===== src/rtl/mux_stream.sv =====
// mux_stream: N-channel valid/ready stream multiplexer with one registered
// output stage. Channel choice is either an explicit select (mode=0) or a
// fair round-robin search starting after the most recently served channel.
module mux_stream #(
    parameter int WIDTH = 8,
    parameter int N     = 5,
    parameter int SELW  = 3
) (
    input  logic                 clk,
    input  logic                 rst,
    input  logic                 mode,
    input  logic [SELW-1:0]      s,
    input  logic [N-1:0]         in_valid,
    input  logic [N*WIDTH-1:0]   in_data,
    output logic [N-1:0]         in_ready,
    output logic                 out_valid,
    output logic [WIDTH-1:0]     out_data,
    output logic [SELW-1:0]      out_chan,
    input  logic                 out_ready
);

    localparam int NPAD = 2 ** SELW;

    // Output register and round-robin pointer
    logic                 out_valid_q;
    logic [WIDTH-1:0]     out_data_q;
    logic [SELW-1:0]      out_chan_q;
    logic [SELW-1:0]      last_q;

    // Channel views padded to the full select range so any SELW-bit index is legal
    logic [NPAD-1:0]      valid_pad;
    logic [WIDTH-1:0]     chan_data [NPAD];

    // Grant results
    logic [SELW-1:0]      grant;
    logic                 grant_valid;
    logic                 load_en;
    logic                 transfer_in;
    logic [SELW:0]        rr_sum;
    logic [SELW-1:0]      rr_idx;

    genvar gi;
    generate
        for (gi = 0; gi < NPAD; gi++) begin : g_pad
            if (gi < N) begin : g_real
                assign valid_pad[gi] = in_valid[gi];
                assign chan_data[gi] = in_data[gi*WIDTH +: WIDTH];
            end else begin : g_unused
                assign valid_pad[gi] = 1'b0;
                assign chan_data[gi] = '0;
            end
        end
    endgenerate

    // The register can take a new beat when empty or being drained this cycle
    assign load_en     = !out_valid_q || out_ready;
    assign transfer_in = load_en && grant_valid;

    // Grant selection: explicit select with out-of-range clamp, or round-robin search
    always_comb begin
        grant       = '0;
        grant_valid = 1'b0;
        rr_sum      = '0;
        rr_idx      = '0;
        if (!mode) begin
            if ({1'b0, s} < (SELW+1)'(N)) begin
                grant = s;
            end else begin
                grant = SELW'(N - 1);
            end
            grant_valid = valid_pad[grant];
        end else begin
            // Walk from the farthest candidate back to the nearest so the
            // nearest valid channel after last_q is the one that sticks.
            for (int k = N; k >= 1; k--) begin
                rr_sum = {1'b0, last_q} + (SELW+1)'(k);
                if (rr_sum >= (SELW+1)'(N)) begin
                    rr_sum = rr_sum - (SELW+1)'(N);
                end
                rr_idx = rr_sum[SELW-1:0];
                if (valid_pad[rr_idx]) begin
                    grant       = rr_idx;
                    grant_valid = 1'b1;
                end
            end
        end
    end

    generate
        for (gi = 0; gi < N; gi++) begin : g_ready
            assign in_ready[gi] = transfer_in && (grant == SELW'(gi));
        end
    endgenerate

    // Output stage: load on transfer-in, drop valid when drained, hold under backpressure
    always_ff @(posedge clk) begin
        if (rst) begin
            out_valid_q <= 1'b0;
            out_data_q  <= '0;
            out_chan_q  <= '0;
            last_q      <= SELW'(N - 1);
        end else if (transfer_in) begin
            out_valid_q <= 1'b1;
            out_data_q  <= chan_data[grant];
            out_chan_q  <= grant;
            last_q      <= grant;
        end else if (out_valid_q && out_ready) begin
            out_valid_q <= 1'b0;
        end
    end

    assign out_valid = out_valid_q;
    assign out_data  = out_data_q;
    assign out_chan  = out_chan_q;

endmodule


===== config.mk =====
export PLATFORM = sky130hd
export DESIGN_NAME = mux_stream
export DESIGN_NICKNAME = d
export VERILOG_FILES = /design/src/rtl/mux_stream.sv
export SDC_FILE = /design/constraint.sdc
export NUM_CORES = 1
export LEC_CHECK = 0
export CAP_MARGIN = 20
export CELL_PAD_IN_SITES_DETAIL_PLACEMENT = 2
export CELL_PAD_IN_SITES_GLOBAL_PLACEMENT = 2
export CORE_ASPECT_RATIO = 1.1
export CORE_UTILIZATION = 29
export CTS_BUF_LIST = sky130_fd_sc_hd__clkbuf_2 sky130_fd_sc_hd__clkbuf_4 sky130_fd_sc_hd__clkbuf_8
export DETAILED_ROUTE_END_ITERATION = 8
export HOLD_SLACK_MARGIN = 0.1
export PLACE_DENSITY = 0.91
export SYNTH_ARGS = -nofsm -noshare
export SYNTH_HDL_FRONTEND = slang
export SYNTH_SLANG_ARGS = --single-unit
export TNS_END_PERCENT = 100

===== constraint.sdc =====
create_clock -name clk -period 8.43 [get_ports clk]
set_input_delay 1.686 -clock clk [delete_from_list [all_inputs] [get_ports clk]]
set_output_delay 1.686 -clock clk [all_outputs]
set_load 0.02 [all_outputs]

==> reports/results.ini <==
[cts]
htreeDepth=1
clk_pin_slew_worst_paths_ps=60
cts_buffers=3
root_buffer=clkbuf_8
cts_sinks=13
cts_resized=0
hold_buffers=0
cts_tree=done
clock_latency_ps=250
post-cts-setup-buffers=0
clockBufferDepth=2

[logic_synthesis]
synthTopCellsByArea=dfxtp_1 11%, a21oi_1 7.8%, nand2_1 6.2%
yosys.cell_types.count=63
netlist_area_um2=2370
synth_top_area_share_pct=11.0
ys_seq_area_share_pct=11.0
avgSynthCellArea_um2=7.13
synth_warnings=0
synth-edff-count=0
yosys.area.top_type=dfxtp_1
synth_seq_cells=13
syn_nets=397
syn_inst=333
ys_async_sr_fraction_pct=0
ys.flop_type=dfxtp_1

[power_and_ir_drop]
power_frac_seq_pct=9.8
power.share.clock_pct=6.1
combinationalPowerShare_pct=84.1
leakagePower_nw=1.24
power.switching_uw=602
powerDensity_nw_per_um2=335
p_int_uw=452
finalPower_mw=1.05
vdd_ir_drop_max_v=0.0000996
swShare_pct=57.1

[outcome]
status=finished, final reports clean

[layout]
final_util_pct=39.7
syn2layout_area_growth_pct=32.2
final_cell_mix=68 x clkdlybuf4s50_1, 39 x nand2_1, 37 x a21oi_1
nNetsFinal=449
insertedDiodeCount=0
nFillCells=953
layout_commonest_cell=clkdlybuf4s50_1
layout-drive-gt1-share_pct=5.99

[sta]
hold_viol=0
setup_viol=0
rsz0062_at_grt=no
worstMarginPinSlew_ps=954
hold_slack_ps=498
final_max_slew_viol_count=0
fmaxAchievable_mhz=134
finalCritPeriodShare_pct=88.8
tns_ps=0
finClkSkew_ps=1.68
slew_headroom_pct=36.3
period_minus_slack_ps=7490

[critical_path]
worstPathMaxFanout=13
worstPathRequired_ps=6740
crit_type=in -> out
start_kind=primary input
crit_path_end_kind=output pin
cp_data_arrival_time_ps=5800

[grt]
gr-usage-all-layers_pct=25.8
grt_pass1_wl_mm=17.3
grt_max_degree=35
grt_pass1_vias=3171
gr-total-overflow=0
antenna_found_initial=0

[min_path]
min_path_type=reg -> reg

[die]
floorplan.initialDensity_pct=30.0
io_pins=69
rows=34
die_y_um=96.9
core_um2=7910
die_w_um=88.3
dieArea_um2=8560

[route]
vias_per_cell=5.90
dr.pass1.iters=4
dr_total_vias=2902
wl_mm=10.6
drtAntennaViolNets=0
dr.first_iter.drc_count=130
drc_errors=0
wire_per_inst_um=21.6

[run]
maxCapViolations=0

[placement]
gp_congestion=0.891
numPortBuffers=68
dp_hpwl_mm=7.91

## sequential cells by signal, summed over array words and instances (netlist names)
register   cells
last_q         1
out_chan       3
out_data       8
out_valid      1
## cells in the mapped netlist, types with 2 or more instances
cell       instances
nand2_1           39
a21oi_1           37
o21ai_0           23
nor2_1            18
a31oi_1           17
dfxtp_1           13
inv_1             12
ha_1              11
and2_1            10
buf_2             10
clkbuf_1          10
mux2i_1            9
nor2b_1            9
o21bai_1           9
o211a_1            8
a211oi_1           7
nand2b_1           7
xnor2_1            6
buf_4              5
nor3_1             5
a211o_1            4
mux4_2             4
o211ai_1           4
a2111oi_0          3
nand3_1            3
o311ai_0           3
or4_1              3
a21o_1             2
and3_1             2
and3b_1            2
mux2_2             2
nand4_1            2
o221ai_1           2
o31a_1             2
o31ai_1            2
## stage by stage
stage	cells	setup WS, ps	instance area, µm²
final	492	941	3140
after global routing	492	666	3140
after CTS	492	928	3140
after detailed placement	488	944	3090
after global placement	488	1270	3090
after floorplan	333	2540	2370
## layer usage
metal,vias to the layer above,wire length (µm),global-route usage [%]
met4,0,360,9.06
met3,28,339,2.73
met2,86,5410,44.9
met1,1444,4510,32.4
li1,1344,-,-
met5,-,0,0
## cell families (layout without fill, tap and decap cells)
logic type	count (synthesis)	in the layout	synth area share [%]
multiplexers	15	15	8.54
AND/OR/NAND/NOR	111	111	24.2
flip-flops	13	13	11.0
buffers and inverters	39	90	7.80
adder cells (fa/ha/maj)	12	12	6.64
XOR/XNOR	7	7	2.58
AO/OA/AOI/OAI	136	136	39.3
## cell type report
type / instances / area [µm²] / area share (%)
flip-flops and latches: 13 / 260 / 8.29
multi-input cells: 281 / 1930 / 61.4
inverters: 13 / 48.8 / 1.55
clock buffers: 4 / 48.8 / 1.55
repair buffers: 73 / 718 / 22.9
well taps: 108 / 135 / 4.30
## power groups by stage
stage | Combinational (mW) | Sequential (mW) | Clock (mW)
global placement | 0.824 | 0.102 | 0
global route | 0.958 | 0.107 | 0.0671
finish | 0.886 | 0.103 | 0.0641
CTS | 0.881 | 0.104 | 0.0647
detailed placement | 0.866 | 0.104 | 0
floorplan | 0.561 | 0.124 | 0
## path summary, 6_finish.rpt
check	startpoint	end	slack, ps	cells after the start
max	in_valid[2]	in_ready[1]	940	10
max reg2reg	out_chan[1]$_SDFFE_PP0P_	out_data[6]$_SDFFE_PP0P_	3470	12
min	out_chan[2]$_SDFFE_PP0P_	out_chan[2]$_SDFFE_PP0P_	500	2
min reg2reg	out_chan[2]$_SDFFE_PP0P_	out_chan[2]$_SDFFE_PP0P_	500	2
## worst max-delay path: stages
cell,delay [ps]
clkdlybuf4s50_1,750
mux2i_1,150
mux4_2,480
o21ai_0,500
or4_1,240
o22ai_2,100
nor2b_1,780
o21ai_1,270
nor3_1,200
clkdlybuf4s50_1,640
Power figures use the tool's default switching activity.
==> patch: new RTL, config.mk and constraints unchanged <==
`SELW`: 3 -> 2.
--- a/src/rtl/mux_stream.sv
+++ b/src/rtl/mux_stream.sv
@@ -6,3 +6,3 @@
     parameter int N     = 5,
-    parameter int SELW  = 3
+    parameter int SELW  = 2
 ) (
Ports: changed (resized out_chan and s); port bits go from 69 to 67. The function was not compared with the original's and may differ.
==> patch against the original RTL <==
  * Sequential share of layout area grew 3.8 points
  * Worst setup slack better by 1.1 ns
  * Routed wire length down 57%
  * Global-route usage down 3.6 points
  * Area after synthesis shrank 50%
  * Total power fell by 70%
  * Sequential cell count down 2
  * First-iteration DRC count is 34% lower
  * Final area shrank 42%
  * Combinational power shrank 78%
  * Clock power down 10%
  * Via count decreased by 54%
==> patch: results (changes against the original RTL) <==
final layout net count 247 (was 449); delay of the slowest critical-path stage 0.64 ns (was 0.78 ns); R2R setup slack 5.32 ns (was 3.47 ns); port bufs 57 (was 68); first-pass GRT wire length 7610 um (was 17300 um); DR vias 1331 (was 2902); hold-critical path endpoint out_valid$_SDFFE_PP0P_ (was out_chan[2]$_SDFFE_PP0P_); origin of the critical flop-to-flop path last_q[0]$_SDFFE_PP0P_ (was out_chan[1]$_SDFFE_PP0P_); post-synth cell types 45 (was 63); run status finished, final reports clean (unchanged); root buffer cell clkbuf_8 (unchanged); final wirelength 4530 um (was 10600 um); synthesized instance count 137 (was 333); Post-Route Hold Slack 0.488 ns (was 0.498 ns); HPWL after detailed placement 3620 um (was 7910 um); Post-Layout Cell Count 243 (was 492); gp weighted congestion 0.833 (was 0.891); initial antenna violation count 0 (unchanged); fraction of the yosys area taken by sequential cells 18.5% (was 11.0%); Worst EP arrival 4.66 ns (was 5.80 ns); Reg2Reg Depth 9 (was 12); count of placed standard cells including taps 239 (was 488); number of nets in the synthesized netlist 192 (was 397); Clock Skews 0.00201 ns (was 0.00168 ns); share of cells above drive strength 1 8.38% (was 5.99%); top cell types by occurrence after synthesis mux2i_1, dfxtp_1, nand3_1, nor2_1, o221ai_1 (was nand2_1, a21oi_1, o21ai_0, nor2_1, a31oi_1); violation count after the first detailed-routing iteration 86 (was 130); Lkg Pwr 0.694 nW (was 1.24 nW); Slowest-stage cell, CP clkdlybuf4s50_1 (was nor2b_1); asr flop ratio synth 0% (unchanged); maximum number of pins on one net before global-route repair 19 (was 35); worst slack after detailed placement 2.16 ns (was 0.944 ns); gr usage total 22.2% (was 25.8%); capture point of the worst reg-to-reg path out_data[2]$_SDFFE_PP0P_ (was out_data[6]$_SDFFE_PP0P_); peak supply drop 66.5 uV (was 99.6 uV); Placement Cell Area 0.00177 sq mm (was 0.00309 sq mm); relative slew slack 49.6% (was 36.3%); largest driver fanout on the critical path 18 (was 13)
-- patch: cells by family after synthesis --
kind of cell / synth area share (%)
xor gates and xnor gates: 0.738
muxes: 23.7
DFF: 18.5
buffers and inverters: 8.32
and+or+nand+nor: 18.5
AOI/OAI and AO/OA: 25.9
adders and majority gates: 4.22
-- patch: metal layers --
metal  vias to the layer above  track usage, %  wire (um)
li1                        634               -          -
met2                        46            44.4       2540
met4                         0            6.72         42
met1                       647            22.5       1730
met5                         -               0          0
met3                         4            3.81        217
-- patch: how the worst max path moves through the flow --
stage / startpoint / endpoint / slack (ns) / depth (start not counted)
2_1_floorplan: in_valid[3] / in_ready[4] / 3.11 / 10
3_3_place_gp: in_valid[1] / in_ready[0] / 2.25 / 9
3_5_place_dp: in_valid[1] / in_ready[2] / 2.16 / 9
4_1_cts: in_valid[0] / in_ready[0] / 2.08 / 9
5_1_grt: in_valid[1] / in_ready[0] / 1.94 / 9
6_report: in_valid[1] / in_ready[0] / 2.09 / 9
-- patch: power breakdown --
group          switching (mW)  total [mW]  internal [mW]
clock network          0.0209      0.0574         0.0365
registers             0.00844      0.0710         0.0626
logic                   0.101       0.193         0.0913
-- patch: cell type report --
type / instances / area (sq um)
sequential: 11 / 220
clock buffer: 4 / 48.8
multi-input combinational: 111 / 877
tap: 52 / 65.1
fill: 427 / 2110
inverter: 6 / 22.5
timing repair buffer: 59 / 586
-- patch: worst max-delay path, delay by kind of cell --
kind	cells	cell delay [ns]
and+or+nand+nor	2	0.36
buffers and inverters	3	1.53
AOI/OAI and AO/OA	3	0.52
muxes	1	0.56
